[src/rtl/scan_decrypt_ctrl_if.sv]
// -----------------------------------------------------------------------------
// scan_decrypt_ctrl_if
//   Start/done handshake between the scan receive controller and an external
//   AES-128 decrypt core.
//
//   dec_ct     ciphertext to the core, stable from dec_start until dec_done
//   dec_start  single-cycle request pulse to the core
//   dec_pt     plaintext from the core, valid while dec_done is high
//   dec_done   core completion strobe
//
//   master : controller side (drives dec_ct/dec_start)
//   slave  : decrypt core side (drives dec_pt/dec_done)
// -----------------------------------------------------------------------------
interface scan_decrypt_ctrl_if #(
  parameter int DATA_W = 128
);
  logic [DATA_W-1:0] dec_ct;
  logic              dec_start;
  logic [DATA_W-1:0] dec_pt;
  logic              dec_done;

  modport master (output dec_ct, dec_start, input dec_pt, dec_done);
  modport slave  (input dec_ct, dec_start, output dec_pt, dec_done);
endinterface

[src/rtl/scan_decrypt_ctrl.sv]
// -----------------------------------------------------------------------------
// scan_decrypt_ctrl
//   Receive-side scan controller for the encrypted test path. Deserializes a
//   DATA_W-bit ciphertext frame from serial_in (MSB first), hands it to the
//   decrypt core, then serializes the plaintext on serial_out (MSB first)
//   while the next ciphertext frame shifts in at the same time.
//
//   clk         rising-edge clock
//   reset       synchronous, active-high
//   shift_en    one scan bit moves per cycle while high
//   serial_in   ciphertext scan bit
//   dec         decrypt core handshake (master side)
//   serial_out  plaintext scan bit, out_reg MSB
//   out_valid   high while serial_out carries plaintext
//   frame_done  one-cycle pulse after the last plaintext bit of a frame
//   overrun     sticky: shift_en seen while the frame was with the core
//   dec_err     sticky: decrypt core timed out
// -----------------------------------------------------------------------------
module scan_decrypt_ctrl #(
  parameter int DATA_W  = 128,
  parameter int TIMEOUT = 64
) (
  input  logic                clk,
  input  logic                reset,
  input  logic                shift_en,
  input  logic                serial_in,
  scan_decrypt_ctrl_if.master dec,
  output logic                serial_out,
  output logic                out_valid,
  output logic                frame_done,
  output logic                overrun,
  output logic                dec_err
);

  localparam int CNT_W  = $clog2(DATA_W);
  localparam int WAIT_W = $clog2(TIMEOUT);

  typedef enum logic [1:0] {
    S_FILL,
    S_START,
    S_WAIT,
    S_DRAIN
  } state_t;

  state_t              state, state_next;
  logic [DATA_W-1:0]   in_reg, out_reg, dec_ct;
  logic [DATA_W-1:0]   in_next;
  logic [CNT_W-1:0]    bit_cnt;
  logic [WAIT_W-1:0]   wait_cnt, wait_inc;
  logic                shift_last;
  logic                wait_expired;

  assign in_next    = {in_reg[DATA_W-2:0], serial_in};
  assign shift_last = shift_en && (bit_cnt == CNT_W'(DATA_W - 1));
  // The abort fires on the cycle whose increment would bring wait_cnt to
  // TIMEOUT-1, so dec_err lands exactly TIMEOUT cycles after dec_start.
  assign wait_inc     = wait_cnt + WAIT_W'(1);
  assign wait_expired = (wait_inc == WAIT_W'(TIMEOUT - 1));

  assign serial_out = out_reg[DATA_W-1];
  assign dec.dec_ct = dec_ct;

  // NOTE: every signal driven here gets a default first, so no path through
  // the case can leave it unassigned and infer a latch.
  always_comb begin
    state_next    = state;
    dec.dec_start = 1'b0;
    out_valid     = 1'b0;
    case (state)
      S_FILL:  if (shift_last) state_next = S_START;
      S_START: begin
        dec.dec_start = 1'b1;
        state_next    = S_WAIT;
      end
      S_WAIT: begin
        // done wins over a coincident timeout
        if (dec.dec_done)      state_next = S_DRAIN;
        else if (wait_expired) state_next = S_FILL;
      end
      S_DRAIN: begin
        out_valid = 1'b1;
        if (shift_last) state_next = S_START;
      end
      default: state_next = S_FILL;
    endcase
  end

  // NOTE: sequential state uses non-blocking assignments so every register
  // samples the pre-edge values, independent of statement order.
  always_ff @(posedge clk) begin
    if (reset) state <= S_FILL;
    else       state <= state_next;
  end

  always_ff @(posedge clk) begin
    if (reset) begin
      in_reg     <= '0;
      out_reg    <= '0;
      dec_ct     <= '0;
      bit_cnt    <= '0;
      wait_cnt   <= '0;
      frame_done <= 1'b0;
      overrun    <= 1'b0;
      dec_err    <= 1'b0;
    end else begin
      frame_done <= 1'b0;
      case (state)
        S_FILL: begin
          if (shift_en) begin
            in_reg <= in_next;
            if (shift_last) begin
              dec_ct  <= in_next;
              bit_cnt <= '0;
            end else begin
              bit_cnt <= bit_cnt + CNT_W'(1);
            end
          end
        end
        S_START: begin
          wait_cnt <= '0;
          // the frame is with the core; a scan bit now has nowhere to go
          if (shift_en) overrun <= 1'b1;
        end
        S_WAIT: begin
          if (shift_en) overrun <= 1'b1;
          if (dec.dec_done) begin
            out_reg <= dec.dec_pt;
          end else if (wait_expired) begin
            dec_err <= 1'b1;
            bit_cnt <= '0;
          end else begin
            wait_cnt <= wait_inc;
          end
        end
        S_DRAIN: begin
          if (shift_en) begin
            // full duplex: plaintext out, next ciphertext in
            in_reg  <= in_next;
            out_reg <= {out_reg[DATA_W-2:0], 1'b0};
            if (shift_last) begin
              frame_done <= 1'b1;
              dec_ct     <= in_next;
              bit_cnt    <= '0;
            end else begin
              bit_cnt <= bit_cnt + CNT_W'(1);
            end
          end
        end
        default: ;
      endcase
    end
  end

endmodule
[src/flat_wrapper.sv]
// flat-port wrapper written by rule: the top's interface ports become plain ports
module scan_decrypt_ctrl_flat 
#(
  parameter int DATA_W  = 128,
  parameter int TIMEOUT = 64
)
  (clk, reset, shift_en, serial_in, serial_out, out_valid, frame_done, overrun, dec_err, dec_dec_ct, dec_dec_start, dec_dec_pt, dec_dec_done);
  scan_decrypt_ctrl_if #(.DATA_W(DATA_W)) dec_i ();
  input  logic clk;
  input  logic reset;
  input  logic shift_en;
  input  logic serial_in;
  output logic serial_out;
  output logic out_valid;
  output logic frame_done;
  output logic overrun;
  output logic dec_err;
  output wire logic [$bits(dec_i.dec_ct)-1:0] dec_dec_ct;
  output wire logic [$bits(dec_i.dec_start)-1:0] dec_dec_start;
  input wire logic [$bits(dec_i.dec_pt)-1:0] dec_dec_pt;
  input wire logic [$bits(dec_i.dec_done)-1:0] dec_dec_done;
  assign dec_dec_ct = dec_i.dec_ct;
  assign dec_dec_start = dec_i.dec_start;
  assign dec_i.dec_pt = dec_dec_pt;
  assign dec_i.dec_done = dec_dec_done;
  scan_decrypt_ctrl #(.DATA_W(DATA_W), .TIMEOUT(TIMEOUT)) u_core (.clk(clk), .reset(reset), .shift_en(shift_en), .serial_in(serial_in), .dec(dec_i), .serial_out(serial_out), .out_valid(out_valid), .frame_done(frame_done), .overrun(overrun), .dec_err(dec_err));
endmodule
[config.mk]
export PLATFORM = sky130hd
export DESIGN_NAME = scan_decrypt_ctrl_flat
export DESIGN_NICKNAME = d
export VERILOG_FILES = /design/src/rtl/scan_decrypt_ctrl_if.sv /design/src/rtl/scan_decrypt_ctrl.sv /design/src/flat_wrapper.sv
export SDC_FILE = /design/constraint.sdc
export NUM_CORES = 1
export LEC_CHECK = 0
export ABC_AREA = 0
export BUFFER_PORTS_ARGS = -buffer_cell sky130_fd_sc_hd__buf_2
export CAP_MARGIN = 20
export CORE_AREA = 4 4 180 182
export DETAILED_ROUTE_END_ITERATION = 7
export DIE_AREA = 0 0 184 186
export PLACE_DENSITY = 0.72
export SLEW_MARGIN = 20
export SYNTH_ARGS = -nofsm -noshare
export SYNTH_HDL_FRONTEND = slang
export SYNTH_SLANG_ARGS = --single-unit
[constraint.sdc]
create_clock -name clk -period 2.2 [get_ports clk]
set_input_delay 0.33 -clock clk [delete_from_list [all_inputs] [get_ports clk]]
set_output_delay 0.33 -clock clk [all_outputs]
set_load 0.005 [all_outputs]
Word-level counts from Yosys, hierarchy flattened
Index checks and enable logic that the tools add are counted.

cells by class
  add/subtract/negate cells = 2
  eq/ne operators = 13
  mux-type cells = 18
  bitwise operators = 3
  reductions and logical operators = 16

operators with widths
  kind                   count
  $mux W128              2
  $pmux W128 S2          1
  $mux W7                4
  $pmux W7 S2            1
  $mux W6                2
  $pmux W6 S2            1
  $reduce_and A3 Y1      4
  $ne A2 B2 Y1 const B   4
  $add A7 B1 Y7 const B  1
  $eq A7 B7 Y1 const B   1
  $add A6 B1 Y6 const B  1
  $eq A6 B6 Y1 const B   1
  $mux W2                3
  $ne A2 B1 Y1 const B   3
  $pmux W2 S3            1
  $reduce_and A2 Y1      3
  $reduce_bool A2 Y1     3
  $eq A2 B2 Y1 const B   2
  $reduce_and A4 Y1      1
  $reduce_or A2 Y1       2
  $mux W1                3
  $ne A3 B2 Y1 const B   1
  $not A1 Y1             3
  $reduce_or A3 Y1       1
  3 further kinds        3

storage, ports and cells
  register bits after elaboration = 401
  input port bits = 133
  output and inout port bits = 134
  logic and storage cells = 61

Logic depth before layout (Yosys ltp)
Gate-level depths: netlist (run 1).

  depth in word-level cells = 5
  mapped depth = 10
  gate-level depth less buffers = 7

Worst setup path before layout (run 1)
Ideal clock, no wire load.

  path kind = register to register
  start point = reg u_core.state[0]
  end point = reg u_core.bit_cnt[5]
  library setup time = 70 ps
  arrival time = 2160 ps
  required time = 2130 ps
  slack = -31 ps
  cell stages (with the launch flop) = 8
  buffers on the path = 1
  period minus slack after synthesis = 2231 ps
  cell sequence = dfxtp_1 -> inv_1 -> ha_1 -> buf_6 -> a211o_1 -> o32a_4 -> or4_1 -> a21oi_1

on the way
  longest elaborated chain between the ends = 4
  elaborated cells between the ends (all ways) = 10
  classes of those cells = eq/ne (5); mux (1); reduce/logical (4)

RTL lines
  what                                                          line                      source
  start: declaration                                            scan_decrypt_ctrl.sv:45   state_t state, state_next;
  start signal: assignment                                      scan_decrypt_ctrl.sv:92   else state <= state_next;
  $eq A2 B2 Y1 or $logic_not A2 Y1 (tied branches)              scan_decrypt_ctrl.sv:107  case (state)
  $reduce_or A2 Y1 (no line)                                    -
  $ne A2 B1 Y1 (no line) or $reduce_bool A2 Y1 (tied branches)  -
  $reduce_and A4 Y1 (no line)                                   -
  end signal: assignment                                        scan_decrypt_ctrl.sv:115  bit_cnt <= bit_cnt + CNT_W'(1);
  end signal: assignment                                        scan_decrypt_ctrl.sv:145  bit_cnt <= bit_cnt + CNT_W'(1);
  end: declaration                                              scan_decrypt_ctrl.sv:48   logic [CNT_W-1:0] bit_cnt;

Several ways; a longest one is shown, not always the timed one.
A chain may end at the register's enable or synchronous reset.

Worst setup path after layout (run 1)
Ends and elaborated chain as after synthesis.

==> results of run 1 <==
==> synthesized netlist by cell type, drive strengths merged <==
cell,number
clkbuf,136
dfxtp,401
mux2i,128
o32a,1
a31oi,3
or2,1
nor4,1
or4,3
nand3,10
xnor2,1
and3,1
buf,9
and2,1
a21oi,275
o211ai,1
or3,1
o31ai,1
nand2b,3
a32o,1
nand4b,2
ha,7
nor2b,1
a211oi,129
o32ai,1
and4,2
a311oi,1
nand4,1
xor2,2
inv,6
o21a,1
o21ai,6
o31a,1
nand3b,1
nand2,519
a211o,1
nor2,137
nor3,3
==> power breakdown <==
group / switching (mW) / internal (mW) / total, mW / leakage (nW)
Combinational: 0.280 / 0.165 / 0.445 / 2.59
Sequential: 0.00368 / 7.27 / 7.27 / 3.23
Clock: 2.83 / 4.37 / 7.19 / 0.706
Total: 3.11 / 11.8 / 14.9 / 6.52
==> through the flow <==
step	util	setup slack [ns]	TNS, ns	cells	hold WS [ns]
2_1_floorplan	-	0.00973	0	1799	0.432
5_1_grt	0.604	-0.0429	-0.0429	2435	0.0574
3_3_place_gp	0.554	0.0862	0	2355	0.440
4_1_cts	0.602	0.0516	0	2432	0.0302
3_5_place_dp	0.554	0.0807	0	2355	0.445
6_report	0.604	0.0456	0	2435	0.0518
==> final timing paths <==
| check | startpoint | end | cells after the start | slack (ns) |
|---|---|---|---|---|
| max reg2reg | u_core.state[0]$_SDFFE_PP0P_ | u_core.bit_cnt[5]$_SDFFE_PP0P_ | 7 | 0.05 |
| min | serial_in | u_core.in_reg[0]$_SDFFE_PP0P_ | 3 | 0.05 |
| min reg2reg | u_core.dec.dec_ct[13]$_SDFFE_PP0P_ | u_core.dec.dec_ct[13]$_SDFFE_PP0P_ | 2 | 0.45 |
| max | u_core.state[0]$_SDFFE_PP0P_ | u_core.bit_cnt[5]$_SDFFE_PP0P_ | 7 | 0.05 |
==> metal layers <==
| metal | GRT usage | up-vias |
|---|---|---|
| li1 | - | 6507 |
| met1 | 0.265 | 5877 |
| met2 | 0.316 | 340 |
| met3 | 0.0522 | 57 |
| met4 | 0.0444 | 8 |
| met5 | 0 | - |
==> what timing repair did <==
| action | CTS | global route |
|---|---|---|
| buffers inserted | 0 | 1 |
| resized for setup | 1 | 5 |
| gates cloned | 1 | 1 |
| setup endpoints to repair | 1 | 7 |
| pin swaps | 0 | 2 |
==> logic make-up after synthesis <==
| logic type | count (synthesis) | synth area share |
|---|---|---|
| compound gates | 422 | 0.164 |
| xor+xnor | 3 | 0.00173 |
| fa+ha+maj | 7 | 0.00578 |
| buf+inv | 151 | 0.0382 |
| flops | 401 | 0.530 |
| mux | 128 | 0.0846 |
| simple gates | 687 | 0.176 |
==> worst min-delay path, delay by kind of cell <==
kind	cells	cell delay [ns]
and+or+nand+nor	1	0.05
AOI/OAI and AO/OA	1	0.05
buffers and inverters	1	0.10
==> final cells by class <==
cell class | instances | area share
Tap cell | 396 | 0.0268
Sequential cell | 401 | 0.435
Multi-Input combinational cell | 1247 | 0.357
Clock buffer | 61 | 0.0667
Inverter | 6 | 0.00122
Antenna cell | 1 | 0.000135
Clock inverter | 15 | 0.0106
Timing Repair Buffer | 308 | 0.102
==> results.txt, run 1 <==
----------------------------------------------------
[Floorplanning]
  Initial core utilization ... 0.495
  DIE HEIGHT ... 186 um
  Ports placed on the boundary ... about 270
  Site row count ... 64
  Die outline area ... around 0.034 mm^2
  Core Area ... 0.0306 mm^2
  DIE WIDTH ... 184 um

[Global route]
  Remaining global-route overflow ... 0
  All-layer global routing usage ... 0.196
  Maximum number of pins on one net before global-route repair ... between 100 and 150
  Antenna violations before repair ... 6
  Via count of the first global-routing pass ... 11,900
  Global-route wire length before repair ... ~58,000 um

[Setup path]
  Kind of cell adding the most delay to the critical path ... compound AO/OA/AOI/OAI gates
  Startpoint type of the worst setup path ... register
  Category of the most critical setup path ... reg2reg
  List of cells traversed by the critical path ... inv_1 -> ha_1 -> nor2_1 -> a211o_1 -> o32a_4 -> or4_1 -> a21oi_2
  Critical-path cell with the highest stage delay ... sky130_fd_sc_hd__or4_1
  Type of destination of the critical path ... register
  Crit path buf inv count ... 1
  Stage delay of the slowest cell on the critical path ... 0.54 ns
  Required time at the endpoint of the critical path ... between 2 and 3 ns
  Maximum fanout along the worst path ... 7
  Endpoint arrival time on the critical path ... 2.61 ns

[Detailed routing]
  Number of DRC markers in iteration 0 ... 837
  Remaining routing DRC violations ... 0
  Total iterations of the first detailed-routing run ... 5
  Total met3 wirelength after detailed routing ... 2540 um
  Routed WL ... 34,900 um
  Avg Vias per Cell ... 5.25
  Top layer used by detailed routing ... met5
  Sum of met2 wire segment lengths after detailed routing ... 16,200 um
  Number of antenna-violating nets in the routed design ... 0
  Via total after detailed routing ... 12,800
  Routed metal-1 wire length ... 15,500 um
  Routed wirelength normalized by instance count ... 14.3 um

[Logic synthesis]
  Most area-hungry cell type in the Yosys netlist ... sky130_fd_sc_hd__dfxtp_1
  Leading post-synthesis cells by cell area ... sky130_fd_sc_hd__dfxtp_1, sky130_fd_sc_hd__nand2_1, sky130_fd_sc_hd__a21oi_1
  Mapped cell area ... 0.0151 mm^2
  Syn avg cell area ... 8.42 um^2
  Flip-flop and latch count after synthesis ... between 400 and 500
  Number of instances in the synthesized netlist ... roughly 1,800
  Yosys warning count ... 0
  Distinct cell type count after synthesis ... 42
  Yosys top cell area share ... 0.530
  Number of nets produced by synthesis ... 1,939
  Sequential-to-total area share from yosys stat ... 0.530

[Flow run]
  Max Cap Viol ... 0

[Clock network]
  Clock transition at the registers of the reported paths ... about 0.060 ns
  Maximum clock insertion buffer count ... 3
  CTS tree ... done
  TritonCTS Buffers ... 42
  Source-to-sink clock delay at the later pin of the worst-skew pair ... 0.53 ns
  Quantity of hold-fixing buffers added after cts ... 0
  Buffer type at the clock tree root ... sky130_fd_sc_hd__clkbuf_16
  Total clock sinks ... 401
  Maximum level of the CTS H-tree ... 2

[Power and ir drop]
  Worst ir drop on vdd ... 0.516 mV
  Ratio of total power to cell area ... 807 mW/mm^2
  Post-layout power ... 14.9 mW
  Leakage Power ... 6.52 nW

[Worst hold path]
  Hold WC Path Type ... in2reg

[Place]
  DP HPWL ... 22,000 um
  Number of I/O port buffers ... between 200 and 300
  Placed Area ... 0.0170 mm^2
  Final weighted congestion in routability-driven placement ... 0.837

[Timing]
  Max Fclk ... 464 MHz
  Final cycle utilization of the critical path ... 0.979
  Max_slew headroom ... 0.627
  Final Max Tran Viols ... 0
  Layout Skew ... between 0.01 and 0.015 ns
  Number of hold violations in the final report ... 0
  Slew at the pin closest to its max-slew limit ... 0.559 ns
  Post-layout min period ... approximately 2.2 ns
  Unrepaired setup endpoints after global routing ... yes
  Final setup violation count ... 0

[Final layout]
  Commonest non-fill, non-tap cell in the layout ... sky130_fd_sc_hd__nand2_1
  Final nets ... 2,146
  Combined flip-flop and latch cell area ... around 0.008 mm^2
  Area growth syn-to-layout ... 21.9%
  Most used cells in the layout excluding fill and tap cells ... sky130_fd_sc_hd__nand2_1, sky130_fd_sc_hd__dfxtp_1, sky130_fd_sc_hd__a21oi_1
  Multi-input gate area ... 0.00660 mm^2
  Fillcell total ... 2,686
  Fraction of final layout cells with drive strength greater than 1 ... 0.191
  Final design area excluding fillers ... ~0.018 mm^2

[Run status]
  Result of the run ... finished, final reports clean

----------------------------------------------------
Power figures use the tool's default switching activity.
==> inputs of run 2 (changes only) <==
--- a/config.mk
+++ b/config.mk
@@ -8,10 +8,10 @@
 export ABC_AREA = 0
 export BUFFER_PORTS_ARGS = -buffer_cell sky130_fd_sc_hd__buf_2
 export CAP_MARGIN = 20
-export CORE_AREA = 4 4 180 182
+export CORE_AREA = 4 4 200 202
 export DETAILED_ROUTE_END_ITERATION = 7
-export DIE_AREA = 0 0 184 186
-export PLACE_DENSITY = 0.72
+export DIE_AREA = 0 0 204 206
+export PLACE_DENSITY = 0.6
 export SLEW_MARGIN = 20
 export SYNTH_ARGS = -nofsm -noshare
 export SYNTH_HDL_FRONTEND = slang
==> run 2 against run 1 <==
  * Register-to-register slack better by 0.06 ns
  * Flip-flop and latch count unchanged
  * Fmax up 2.9%
  * Critical path depth down 1
  * Total power up 2.6%
  * Design area up 1.2%
  * Worst hold slack worse by 0.0018 ns
  * Worst setup slack better by 0.062 ns
  * Sequential share of layout area down 0.50 points
  * Combinational power up 4%
  * Non-clock buffer count up 3
  * Largest power group is now the clock network
  * Highest routed layer unchanged
==> results.txt, run 2 (synthesized netlist as in run 1, its figures left out) <==
----------------------------------------------------
[Run status]
  Result of the run ... finished, final reports clean (unchanged)

[Floorplanning]
  Site row count ... 72 (was 64)
  Ports placed on the boundary ... 267 (unchanged)
  Initial core utilization ... 0.396 (was 0.495)
  DIE WIDTH ... 204 um (was 184 um)
  DIE HEIGHT ... 206 um (was 186 um)
  Die outline area ... 0.0420 mm^2 (was 0.0342 mm^2)
  Core Area ... 0.0383 mm^2 (was 0.0306 mm^2)

[Detailed routing]
  Total iterations of the first detailed-routing run ... 4 (was 5)
  Via total after detailed routing ... 12,600 (was 12,800)
  Routed wirelength normalized by instance count ... 14.0 um (was 14.3 um)
  Avg Vias per Cell ... 4.92 (was 5.25)
  Routed WL ... 35,900 um (was 34,900 um)
  Number of DRC markers in iteration 0 ... 656 (was 837)
  Number of antenna-violating nets in the routed design ... 0 (unchanged)
  Remaining routing DRC violations ... 0 (unchanged)

[Clock network]
  Quantity of hold-fixing buffers added after cts ... 0 (unchanged)
  Source-to-sink clock delay at the later pin of the worst-skew pair ... 0.55 ns (was 0.53 ns)
  Buffer type at the clock tree root ... sky130_fd_sc_hd__clkbuf_16 (unchanged)
  Maximum level of the CTS H-tree ... 2 (unchanged)
  CTS tree ... done (unchanged)
  Total clock sinks ... 401 (unchanged)
  Clock transition at the registers of the reported paths ... 0.06 ns (about the same)
  Maximum clock insertion buffer count ... 3 (unchanged)
  TritonCTS Buffers ... 44 (was 42)

[Worst hold path]
  Hold WC Path Type ... in2reg (unchanged)
  Cell depth of the worst hold path ... 3 (unchanged)

[Global route]
  Remaining global-route overflow ... 0 (unchanged)
  All-layer global routing usage ... 0.164 (was 0.196)
  Global-route wire length before repair ... 58,700 um (was 57,800 um)
  Via count of the first global-routing pass ... 11,900 (about the same)
  Antenna violations before repair ... 4 (was 6)
  Maximum number of pins on one net before global-route repair ... 103 (was 128)

[Place]
  DP HPWL ... 23,300 um (was 22,000 um)
  Number of I/O port buffers ... 266 (unchanged)
  Final weighted congestion in routability-driven placement ... 0.753 (was 0.837)

[Timing]
  Final Max Tran Viols ... 0 (unchanged)
  Slew at the pin closest to its max-slew limit ... 0.746 ns (was 0.559 ns)
  Number of hold violations in the final report ... 0 (unchanged)
  Post-layout min period ... 2.09 ns (was 2.15 ns)
  Final cycle utilization of the critical path ... 0.951 (was 0.979)
  Setup TNS Final ... 0 ns (unchanged)
  Max Fclk ... 478 MHz (was 464 MHz)
  Layout Skew ... 0.0161 ns (was 0.0143 ns)
  Final setup violation count ... 0 (unchanged)
  Max_slew headroom ... 0.503 (was 0.627)
  Unrepaired setup endpoints after global routing ... no (was yes)
  Worst-case hold slack ... 0.0501 ns (was 0.0518 ns)

[Final layout]
  Antenna cells ... 0 (was 1)
  Area growth syn-to-layout ... 23.4% (was 21.9%)
  Final nets ... 2,151 (was 2,146)
  Fraction of final layout cells with drive strength greater than 1 ... 0.192 (was 0.191)
  Most used cells in the layout excluding fill and tap cells ... sky130_fd_sc_hd__nand2_1, sky130_fd_sc_hd__dfxtp_1, sky130_fd_sc_hd__a21oi_1 (unchanged)
  Commonest non-fill, non-tap cell in the layout ... sky130_fd_sc_hd__nand2_1 (unchanged)

[Power and ir drop]
  Ratio of total power to cell area ... 819 mW/mm^2 (was 807 mW/mm^2)
  Worst ir drop on vdd ... 0.574 mV (was 0.516 mV)
  Leakage Power ... 6.55 nW (was 6.52 nW)

[Setup path]
  Maximum fanout along the worst path ... 7 (unchanged)
  Category of the most critical setup path ... reg2reg (unchanged)
  Endpoint arrival time on the critical path ... 2.57 ns (was 2.61 ns)
  Type of destination of the critical path ... register (unchanged)
  Required time at the endpoint of the critical path ... 2.68 ns (was 2.66 ns)
  Startpoint type of the worst setup path ... register (unchanged)
  Depth of the worst register-to-register path ... 6 (was 7)

[Flow run]
  Max Cap Viol ... 0 (unchanged)

----------------------------------------------------
==> run 2: cell count changes in the layout (fill, tap and decap cells not counted), sizes merged <==
cell,before,now
clkinv,8,7
clkbuf,62,68
bufbuf,1,0
inv,8,6
buf,306,311
bufinv,4,5
clkinvlp,1,0
diode,1,0
==> run 2: worst max-delay path, cell delays in order (launching register included) <==
cell	delay (ns)
sky130_fd_sc_hd__dfxtp_1	0.39
sky130_fd_sc_hd__ha_2	0.24
sky130_fd_sc_hd__xor2_1	0.18
sky130_fd_sc_hd__nand4_1	0.19
sky130_fd_sc_hd__o32a_4	0.39
sky130_fd_sc_hd__or4_1	0.50
sky130_fd_sc_hd__a21oi_1	0.14
==> run 2: per-stage QoR <==
step | utilization | worst slack, ns | power [mW] | std cells | instance area [um^2]
after floorplan | - | 0.00973 | 7.67 | 1799 | 15100
after global placement | 0.448 | 0.0533 | 7.90 | 2483 | 17200
after detailed placement | 0.448 | 0.0587 | 7.90 | 2483 | 17200
after CTS | 0.488 | 0.0514 | 15.5 | 2563 | 18700
after global routing | 0.488 | 0.00167 | 15.9 | 2563 | 18700
final | 0.488 | 0.107 | 15.3 | 2563 | 18700
==> run 2: power by group <==
group | internal (mW) | switching [mW]
sequential | 7.27 | 0.00380
clock | 4.68 | 2.88
combinational | 0.173 | 0.289
==> run 2: metal layers <==
layer	up-vias	wire length (um)	global-route usage	part of all wire
li1	6519	-	-	-
met1	5774	16500	0.216	0.46
met2	243	16400	0.266	0.46
met3	63	2070	0.0405	0.058
met4	8	885	0.0562	0.025
met5	-	54	0	0.0015
==> run 2: cell type report <==
cell class | instances | area, um^2
Clock inverter | 12 | 189
Sequential cell | 401 | 8030
Multi-Input combinational cell | 1247 | 6600
Timing Repair Buffer | 311 | 1880
Clock buffer | 68 | 1310
Inverter | 6 | 22.5
Fill cell | 3668 | 19600
Tap cell | 518 | 648
==> run 2: timing repair <==
action                                  CTS  global route
resized for setup                         0             2
setup buffers                             0             0
endpoints found under the setup margin    0             1
==> run 2: path summary, 6_finish.rpt <==
| check | startpoint | endpoint | slack (ns) |
|---|---|---|---|
| setup reg to reg | u_core.wait_cnt[1]$_SDFFE_PP0P_ | u_core.bit_cnt[5]$_SDFFE_PP0P_ | 0.11 |
| hold reg to reg | u_core.dec.dec_ct[20]$_SDFFE_PP0P_ | u_core.dec.dec_ct[20]$_SDFFE_PP0P_ | 0.45 |
| hold / removal | serial_in | u_core.dec.dec_ct[0]$_SDFFE_PP0P_ | 0.05 |
| setup / recovery | u_core.wait_cnt[1]$_SDFFE_PP0P_ | u_core.bit_cnt[5]$_SDFFE_PP0P_ | 0.11 |
